$ cat src/rtl/fetch_pkg.sv
// Shared types and helpers for the instruction-fetch front end (fetch_queue_unit, fetch_btb).
package fetch_pkg;

  localparam logic [31:0] RESET_PC_DEFAULT = 32'h4000_0000;

  typedef enum logic [1:0] {
    IDLE = 2'd0,
    REQ  = 2'd1,
    DROP = 2'd2
  } fetch_state_t;

  typedef struct packed {
    logic [31:0] instr;
    logic [31:0] pc;
    logic [31:0] pc_plus4;
    logic        pred_taken;
    logic [31:0] pred_target;
  } fetch_entry_t;

  // Tag is sized for the smallest legal BTB; narrower tags are zero-extended.
  typedef struct packed {
    logic        valid;
    logic [29:0] tag;
    logic [31:0] target;
    logic [1:0]  ctr;
  } btb_entry_t;

  function automatic logic [1:0] ctr_next(input logic [1:0] ctr, input logic taken);
    if (taken) begin
      ctr_next = (ctr == 2'b11) ? 2'b11 : ctr + 2'd1;
    end else begin
      ctr_next = (ctr == 2'b00) ? 2'b00 : ctr - 2'd1;
    end
  endfunction

endpackage

$ cat src/rtl/fetch_btb.sv
// Direct-mapped branch target buffer with 2-bit counters: combinational lookup, registered update.
module fetch_btb
  import fetch_pkg::*;
#(
  parameter int BTB_ENTRIES = 16
) (
  input  logic        clk,
  input  logic        rst,
  input  logic [31:0] lookup_pc,
  output logic        pred_taken,
  output logic [31:0] pred_next,
  input  logic        upd_valid,
  input  logic [31:0] upd_pc,
  input  logic [31:0] upd_target,
  input  logic        upd_taken
);

  localparam int IDX = $clog2(BTB_ENTRIES);

  btb_entry_t     btb_q [BTB_ENTRIES];
  btb_entry_t     btb_d [BTB_ENTRIES];
  btb_entry_t     lk_entry_s;
  btb_entry_t     up_entry_s;
  logic [IDX-1:0] lk_idx_s;
  logic [IDX-1:0] up_idx_s;
  logic           unused_pc_lsb;

  function automatic logic [29:0] tag_of(input logic [31:0] pc);
    tag_of = 30'(pc >> (IDX + 2));
  endfunction

  assign lk_idx_s      = lookup_pc[IDX+1:2];
  assign up_idx_s      = upd_pc[IDX+1:2];
  assign unused_pc_lsb = ^{lookup_pc[1:0], upd_pc[1:0]};

  always_comb begin
    lk_entry_s = btb_q[lk_idx_s];
    if (lk_entry_s.valid && (lk_entry_s.tag == tag_of(lookup_pc))) begin
      pred_taken = lk_entry_s.ctr[1];
    end else begin
      pred_taken = 1'b0;
    end
    pred_next = pred_taken ? lk_entry_s.target : lookup_pc + 32'd4;
  end

  // Misses only allocate on a taken resolution; not-taken misses leave the entry alone.
  always_comb begin
    btb_d      = btb_q;
    up_entry_s = btb_q[up_idx_s];
    if (upd_valid && up_entry_s.valid && (up_entry_s.tag == tag_of(upd_pc))) begin
      up_entry_s.ctr    = ctr_next(up_entry_s.ctr, upd_taken);
      up_entry_s.target = upd_taken ? upd_target : up_entry_s.target;
    end else if (upd_valid && upd_taken) begin
      up_entry_s = '{valid: 1'b1, tag: tag_of(upd_pc), target: upd_target, ctr: 2'b10};
    end else begin
      up_entry_s = btb_q[up_idx_s];
    end
    btb_d[up_idx_s] = up_entry_s;
  end

  always_ff @(posedge clk) begin
    if (!rst) begin
      for (int i = 0; i < BTB_ENTRIES; i++) begin
        btb_q[i] <= '{valid: 1'b0, tag: 30'd0, target: 32'd0, ctr: 2'b01};
      end
    end else begin
      btb_q <= btb_d;
    end
  end

endmodule

$ cat src/rtl/fetch_queue_unit.sv
// Fetch front end: request FSM, inline fetch FIFO with registered head, optional BTB.
// The BTB is built only when FETCH_BTB_EN is defined; otherwise fetch is purely sequential.
module fetch_queue_unit
  import fetch_pkg::*;
#(
  parameter int          QDEPTH      = 4,
  parameter int          BTB_ENTRIES = 16,
  parameter logic [31:0] RESET_PC    = RESET_PC_DEFAULT
) (
  input  logic        clk,
  input  logic        rst,
  output logic        imem_read,
  output logic [31:0] imem_address,
  input  logic        imem_resp,
  input  logic [31:0] imem_rdata,
  output logic        out_valid,
  input  logic        out_ready,
  output logic [31:0] out_instr,
  output logic [31:0] out_pc,
  output logic [31:0] out_pc_plus4,
  output logic        out_pred_taken,
  output logic [31:0] out_pred_target,
  input  logic        redirect_valid,
  input  logic [31:0] redirect_pc,
  input  logic        upd_valid,
  input  logic [31:0] upd_pc,
  input  logic [31:0] upd_target,
  input  logic        upd_taken
);

  localparam int              PW       = $clog2(QDEPTH);
  localparam int              CW       = PW + 1;
  localparam logic [CW-1:0]   QDEPTH_C = CW'(QDEPTH);

  fetch_state_t   state_q, state_d;
  logic [31:0]    fetch_pc_q, fetch_pc_d;
  logic           imem_read_q, imem_read_d;
  logic [31:0]    imem_address_q, imem_address_d;
  logic [CW-1:0]  count_q, count_d;
  logic [PW-1:0]  wr_ptr_q, wr_ptr_d;
  logic [PW-1:0]  rd_ptr_q, rd_ptr_d;
  logic           out_valid_q, out_valid_d;
  fetch_entry_t   head_q, head_d;
  fetch_entry_t   mem_q [QDEPTH];
  fetch_entry_t   mem_d [QDEPTH];

  fetch_entry_t   enq_entry_s;
  logic           enq_s, deq_s, space_s, slot_free_s;
  logic           pred_taken_s;
  logic [31:0]    pred_next_s;

`ifdef FETCH_BTB_EN
  fetch_btb #(.BTB_ENTRIES(BTB_ENTRIES)) u_btb (
    .clk        (clk),
    .rst        (rst),
    .lookup_pc  (fetch_pc_q),
    .pred_taken (pred_taken_s),
    .pred_next  (pred_next_s),
    .upd_valid  (upd_valid),
    .upd_pc     (upd_pc),
    .upd_target (upd_target),
    .upd_taken  (upd_taken)
  );
`else
  logic unused_upd;
  assign unused_upd   = ^{upd_valid, upd_pc, upd_target, upd_taken};
  assign pred_taken_s = 1'b0;
  assign pred_next_s  = fetch_pc_q + 32'd4;
`endif

  always_comb begin
    enq_s       = (state_q == REQ) && imem_resp && !redirect_valid;
    deq_s       = out_valid_q && out_ready && !redirect_valid;
    enq_entry_s = '{instr: imem_rdata, pc: fetch_pc_q, pc_plus4: fetch_pc_q + 32'd4,
                    pred_taken: pred_taken_s, pred_target: pred_next_s};

    if (redirect_valid) begin
      count_d  = '0;
      wr_ptr_d = '0;
      rd_ptr_d = '0;
    end else begin
      count_d  = count_q + CW'(enq_s) - CW'(deq_s);
      wr_ptr_d = wr_ptr_q + PW'(enq_s);
      rd_ptr_d = rd_ptr_q + PW'(deq_s);
    end
    space_s = (count_d < QDEPTH_C);

    mem_d           = mem_q;
    mem_d[wr_ptr_q] = enq_s ? enq_entry_s : mem_q[wr_ptr_q];

    // New head is the incoming entry exactly when it lands in the slot being read next.
    out_valid_d = (count_d != '0);
    if (!out_valid_d) begin
      head_d = '0;
    end else if (enq_s && (wr_ptr_q == rd_ptr_d)) begin
      head_d = enq_entry_s;
    end else begin
      head_d = mem_q[rd_ptr_d];
    end

    state_d        = state_q;
    fetch_pc_d     = fetch_pc_q;
    imem_read_d    = imem_read_q;
    imem_address_d = imem_address_q;
    case (state_q)
      IDLE: begin
        slot_free_s = 1'b1;
        fetch_pc_d  = redirect_valid ? redirect_pc : fetch_pc_q;
      end
      REQ: begin
        slot_free_s = imem_resp;
        if (redirect_valid) begin
          fetch_pc_d = redirect_pc;
        end else if (imem_resp) begin
          fetch_pc_d = pred_next_s;
        end else begin
          fetch_pc_d = fetch_pc_q;
        end
        state_d = (redirect_valid && !imem_resp) ? DROP : REQ;
      end
      DROP: begin
        slot_free_s = imem_resp;
        fetch_pc_d  = redirect_valid ? redirect_pc : fetch_pc_q;
      end
      default: begin
        slot_free_s = 1'b1;
        fetch_pc_d  = fetch_pc_q;
      end
    endcase

    // Issue only when the bus is free and the queue has a slot after this edge.
    if (slot_free_s && space_s) begin
      state_d        = REQ;
      imem_read_d    = 1'b1;
      imem_address_d = fetch_pc_d;
    end else if (slot_free_s) begin
      state_d     = IDLE;
      imem_read_d = 1'b0;
    end else begin
      imem_read_d = imem_read_q;
    end
  end

  always_ff @(posedge clk) begin
    if (!rst) begin
      state_q        <= IDLE;
      fetch_pc_q     <= RESET_PC;
      imem_read_q    <= 1'b0;
      imem_address_q <= RESET_PC;
      count_q        <= '0;
      wr_ptr_q       <= '0;
      rd_ptr_q       <= '0;
      out_valid_q    <= 1'b0;
      head_q         <= '0;
      for (int i = 0; i < QDEPTH; i++) begin
        mem_q[i] <= '0;
      end
    end else begin
      state_q        <= state_d;
      fetch_pc_q     <= fetch_pc_d;
      imem_read_q    <= imem_read_d;
      imem_address_q <= imem_address_d;
      count_q        <= count_d;
      wr_ptr_q       <= wr_ptr_d;
      rd_ptr_q       <= rd_ptr_d;
      out_valid_q    <= out_valid_d;
      head_q         <= head_d;
      mem_q          <= mem_d;
    end
  end

  assign imem_read       = imem_read_q;
  assign imem_address    = imem_address_q;
  assign out_valid       = out_valid_q;
  assign out_instr       = head_q.instr;
  assign out_pc          = head_q.pc;
  assign out_pc_plus4    = head_q.pc_plus4;
  assign out_pred_taken  = head_q.pred_taken;
  assign out_pred_target = head_q.pred_target;

endmodule

$ cat config.mk
export PLATFORM = sky130hd
export DESIGN_NAME = fetch_queue_unit
export DESIGN_NICKNAME = d
export VERILOG_FILES = /design/src/rtl/fetch_pkg.sv /design/src/rtl/fetch_btb.sv /design/src/rtl/fetch_queue_unit.sv
export SDC_FILE = /design/constraint.sdc
export NUM_CORES = 2
export LEC_CHECK = 0
export ABC_CLOCK_PERIOD_IN_PS = 6700
export CELL_PAD_IN_SITES_DETAIL_PLACEMENT = 0
export CELL_PAD_IN_SITES_GLOBAL_PLACEMENT = 1
export CORE_MARGIN = 3
export CORE_UTILIZATION = 30
export CTS_CLUSTER_SIZE = 25
export DETAILED_ROUTE_END_ITERATION = 10
export PLACE_DENSITY_LB_ADDON = 0.12
export SKIP_CTS_REPAIR_TIMING = 1
export SLEW_MARGIN = 20
export SYNTH_ARGS = -nofsm -noshare
export SYNTH_HDL_FRONTEND = slang
export SYNTH_SLANG_ARGS = --single-unit
$ cat constraint.sdc
create_clock -name clk -period 6.7 [get_ports clk]
set_clock_uncertainty 0.05 [all_clocks]
set_input_delay 1.675 -clock clk [delete_from_list [all_inputs] [get_ports clk]]
set_output_delay 1.675 -clock clk [all_outputs]
set_load 0.005 [all_outputs]
==> After elaboration in Yosys (flattened, before gate mapping) <==
Index checks and enable logic that the tools add are counted.
{ "op_classes": {"add_sub_neg": 5, "order_cmp": 4, "eq_ne": 3, "reduce_logical": 20, "mux": 24, "bitwise": 4} }
{ "op_table": {"columns": ["cell", "n"], "rows": [
  ["$mux 129", 7],
  ["$bmux 129 s2", 2],
  ["$bwmux 516", 1],
  ["$demux 129 s2", 1],
  ["$mux 32", 3],
  ["$pmux 32 s2", 1],
  ["$add 32x3->32 const B", 1],
  ["$logic_and 1x1->1", 8],
  ["$ge 3x3->1 const B", 2],
  ["$mux 1", 6],
  ["$not 2->3", 2],
  ["$reduce_bool 3->1", 2],
  ["$reduce_or 2->1", 3],
  ["$reduce_or 3->1", 2],
  ["$add 2x1->2", 2],
  ["$mux 2", 2],
  ["$add 3x1->3", 1],
  ["$lt 3x1->1 const B", 1],
  ["$lt 3x3->1 const B", 1],
  ["$mux 3", 1],
  ["$sub 3x1->3", 1],
  ["$eq 2x1->1 const B", 1],
  ["$eq 2x2->1", 1],
  ["$eq 2x2->1 const B", 1],
  ["5 further kinds", 7]
]} }
{ "word_totals": {"regBits": 720, "elab_cells": 94, "input_bits": 135} }

==> Depth between registers and ports, before layout <==
{ "depth": {"ltp_word": 9, "mapped_depth": 17, "mapped_depth_nobuf": 14} }

==> Least setup slack after synthesis <==
OpenSTA, ideal clock, no wires.
{ "synth_path": {"path_type": "input to register", "start": "input port imem_resp", "end": "register head_q (netlist bit out_instr[0])", "arrival_ps": 4438, "setup_ps": 132, "cell_stages": 14, "setup_slack_ps": 2080, "n_path_buf": 4, "t_required_ps": 6518, "path_cell_list": "clkbuf_1 and2_1 clkbuf_1 nand2_1 a21oi_1 ha_1 inv_1 fa_1 xnor3_1 nor3_1 nor3_1 clkbuf_1 clkbuf_1 a21oi_1"} }
{ "synth_between": {"elab_chain_cells": 7, "word_cells_on_any_way": 9, "classes_between": "add/sub (2); mux (2); reduce/logical (5)"} }
{ "synth_lines": {"columns": ["item", "line_no", "source"], "rows": [
  ["start, declared", "fetch_queue_unit.sv:14", "input logic imem_resp,"],
  ["$logic_and 1x1->1 (*) (2 in series)", "fetch_queue_unit.sv:72", "enq_s = (state_q == REQ) && imem_resp && !redirect_valid;"],
  ["$add 3x1->3", "fetch_queue_unit.sv:82", "count_d = count_q + CW'(enq_s) - CW'(deq_s);"],
  ["$sub 3x1->3", "fetch_queue_unit.sv:82", null],
  ["$mux 3", "fetch_queue_unit.sv:77", "if (redirect_valid) begin"],
  ["$reduce_bool 3->1", "fetch_queue_unit.sv:92", "out_valid_d = (count_d != '0);"],
  ["$reduce_and 2->1 (no source line)", null, null],
  ["end signal, assigned", "fetch_queue_unit.sv:154", "head_q <= '0;"],
  ["end signal, assigned", "fetch_queue_unit.sv:167", "head_q <= head_d;"],
  ["end, declared", "fetch_queue_unit.sv:43", "fetch_entry_t head_q, head_d;"]
]} }
Every way passes the cells marked *; elsewhere a longest branch is shown, timed or not.
A chain may end at the register's enable or synchronous reset.

==> Worst setup path in the final report <==
{ "layout_path": {"start": "input port imem_resp", "end": "register imem_address_q[14], in the netlist imem_address[14]"} }
{ "layout_between": {"elab_chain_cells": 7, "word_cells_on_any_way": 11, "classes_between": "add/sub (2); order compare (1); mux (5); reduce/logical (3)"} }
{ "layout_lines": {"columns": ["item", "line_no", "source"], "rows": [
  ["$logic_and 1x1->1 (2 in series)", "fetch_queue_unit.sv:72", null],
  ["$add 3x1->3", "fetch_queue_unit.sv:82", null],
  ["$sub 3x1->3", "fetch_queue_unit.sv:82", null],
  ["$mux 3", "fetch_queue_unit.sv:77", null],
  ["$lt 3x3->1", "fetch_queue_unit.sv:86", "space_s = (count_d < QDEPTH_C);"],
  ["$logic_and 1x1->1", "fetch_queue_unit.sv:132", "if (slot_free_s && space_s) begin"],
  ["end signal, assigned", "fetch_queue_unit.sv:162", "imem_address_q <= imem_address_d;"],
  ["end, declared", "fetch_queue_unit.sv:38", "logic [31:0] imem_address_q, imem_address_d;"]
]} }
Parallel ways exist; a longest one is shown, timed or not.

==> impl_metrics.ini <==
[run_status]
status = finished, final reports clean

[die]
start_util = 0.305
ios = 298
chipWidth_um = 337
placementRows = 120
coreArea_um2 = 108000
dieHeight_um = 337
dieArea_um2 = 114000

[timing]
fmax_mhz = 206
slew_headroom = 0.233
tightest_slew_ps = 1150
drv_slew = 0
finalHoldViolations = 0
fin_crit_sh = 0.724
period_needed_ps = 4850
rsz0062_at_grt = false
setup_viol = 0
finalSetupTns_ps = 0

[yosys]
ys.flop_type = dfxtp_1
yosysUniqueCellTypes = 65
avgSynthCellArea_um2 = 8.75
synthesis.nets = 3904
yosys.area.top_type = dfxtp_1
ys_ff_latch = 720
synth.area.top_cells = dfxtp_1 (44%), mux4_2 (12%), a211oi_1 (7.9%)
yosysSeqAreaShare = 0.438
netlist_area_um2 = 32900
ys.warnings.count = 0
synth_top_area_share = 0.438
synth_most_common_cell = dfxtp_1
netlist_instances = 3761
synth_commonest_cells = dfxtp_1 (720), nand2_1 (531), nor2_1 (461), a21oi_1 (358), a211oi_1 (346)
synth_edf_count = 0
ys_async_sr_fraction = 0

[global_routing]
grt_max_degree = 195
antenna_found_initial = 5
grt_pass1_vias = 27538
grt.total_usage = 0.212
grt_pass1_wl_um = 184000
globalRouteOverflowTotal = 0

[clocking]
cts_max_level = 3
clock_path_buffers = 3
clk_latency_ps = 670
cts.sinks = 720
clk_pin_slew_ps = 60
cts_tree = built
cts_root_buffer = clkbuf_16
cts_inserted_buffers = 87

[worst_setup_path]
cp_max_fo = 12
setup.worst_path.start_class = input pin
path_class = input pin to flip-flop
cp.required_ps = 7200
max_stage_delay_ps = 670
r2r_cells = 7
cp-end-kind = flip-flop
slowest_stage = clkdlybuf4s50_1
crit_chain = clkdlybuf4s50_1, nand2_1, nand2_1, a21oi_1, ha_1, inv_1, fa_1, xnor3_1, nor2_1, nor2_2, nor2_1, o22a_1
critical_path_arrival_ps = 5350

[placed_design]
gp_congestion = 0.828
port_buffers = 231
dpl.hpwl_um = 72200

[detailed_routing]
drt_iter0_drc = 2113
vias = 28268
viasPerCell = 5.39
dr.pass1.iters = 6
wl_um = 123000
routedWlPerCell_um = 23.4
ant_nets = 0
drc_errors = 0

[final_layout]
final_util = 0.362
drive_gt1_frac = 0.103
syn_to_final_growth_pct = 18.6
finalNetCount = 3914

[power]
p_leak_uw = 0.0133
power.density_nw_per_um2 = 258
vdd_drop_max_v = 0.000171

[min_path]
hold_class = flip-flop to flip-flop
holdPathStages = 2

[run]
cap_viol_max_count = 0
## flip-flops by register name, summed over array words and instances, names as in the netlist
signal	cells
out_pc_plus4	32
count_q	3
out_valid	1
wr_ptr_q	2
out_pred_target	32
mem_q	516
imem_address	32
imem_read	1
fetch_pc_q	32
out_instr	32
state_q	2
out_pc	32
out_pred_taken	1
rd_ptr_q	2
## where the power goes
group	internal [uW]	total [uW]	switching, uW
clock network	2800	4770	1970
registers	4380	4500	118
logic	314	798	484
total	7490	10100	2570
## layout by cell type, fill, tap and decap left out, types with 88 or more instances in the layout
master             n
o21ai_0          188
dfxtp_1          718
nand2_1          531
nand3_1          237
clkbuf_16         88
mux4_2           171
nor2_1           458
a211oi_1         346
a21oi_1          358
clkdlybuf4s50_1  230
## area by class of cell
class | count | area, um^2
inverter | 14 | 60.1
antenna | 2 | 5.00
clock inverter | 24 | 277
timing repair buffer | 291 | 2890
tap | 1403 | 1760
sequential | 720 | 14400
fill | 11001 | 68900
multi-input combinational | 2657 | 17100
clock buffer | 132 | 2570
## routing by layer
layer / vias to the layer above / wire [um] / track usage / part of all wire
li1: 13571 / - / - / -
met3: 147 / 6320 / 0.0345 / 0.051
met5: - / 20 / 0 / 0.00016
met1: 13791 / 57800 / 0.300 / 0.47
met4: 2 / 2440 / 0.0471 / 0.020
met2: 757 / 56300 / 0.338 / 0.46
## final timing paths
kind | from | to | slack (ps)
setup / recovery | imem_resp | imem_address[14]$_SDFFE_PN0P_ | 1850
hold / removal | imem_read$_SDFFE_PN0P_ | imem_read$_SDFFE_PN0P_ | 410
setup reg to reg | fetch_pc_q[2]$_SDFF_PN0_ | mem_q[411]$_SDFFE_PN0P_ | 2780
hold reg to reg | imem_read$_SDFFE_PN0P_ | imem_read$_SDFFE_PN0P_ | 410
## worst max-delay path: cells and delay by family
family	cells	cell delay, ps
simple gates	5	1700
buf+inv	2	720
fa+ha+maj	2	560
xor+xnor	1	250
compound gates	2	420
## stage by stage
| step | hold slack [ps] | std cells | power, uW | cell area [um^2] | worst slack, ps |
|---|---|---|---|---|---|
| global route | 434 | 5241 | 10500 | 39000 | 1630 |
| detailed placement | 402 | 5085 | 5390 | 36200 | 1220 |
| CTS | 410 | 5241 | 10200 | 39000 | 1930 |
| floorplan | 390 | 3761 | 5040 | 32900 | 2080 |
| global placement | 398 | 5085 | 5400 | 36200 | 1210 |
| finish | 411 | 5243 | 10100 | 39000 | 1850 |
## cell families after synthesis
logic type               count (synthesis)  synth area share
XOR/XNOR                                23           0.00654
flip-flops                             720             0.438
adder cells (fa/ha/maj)                  8           0.00327
buffers and inverters                  384            0.0458
multiplexers                           243             0.139
AND/OR/NAND/NOR                       1391             0.181
AO/OA/AOI/OAI                          992             0.186
No activity file was read; power rests on OpenSTA's default activity.
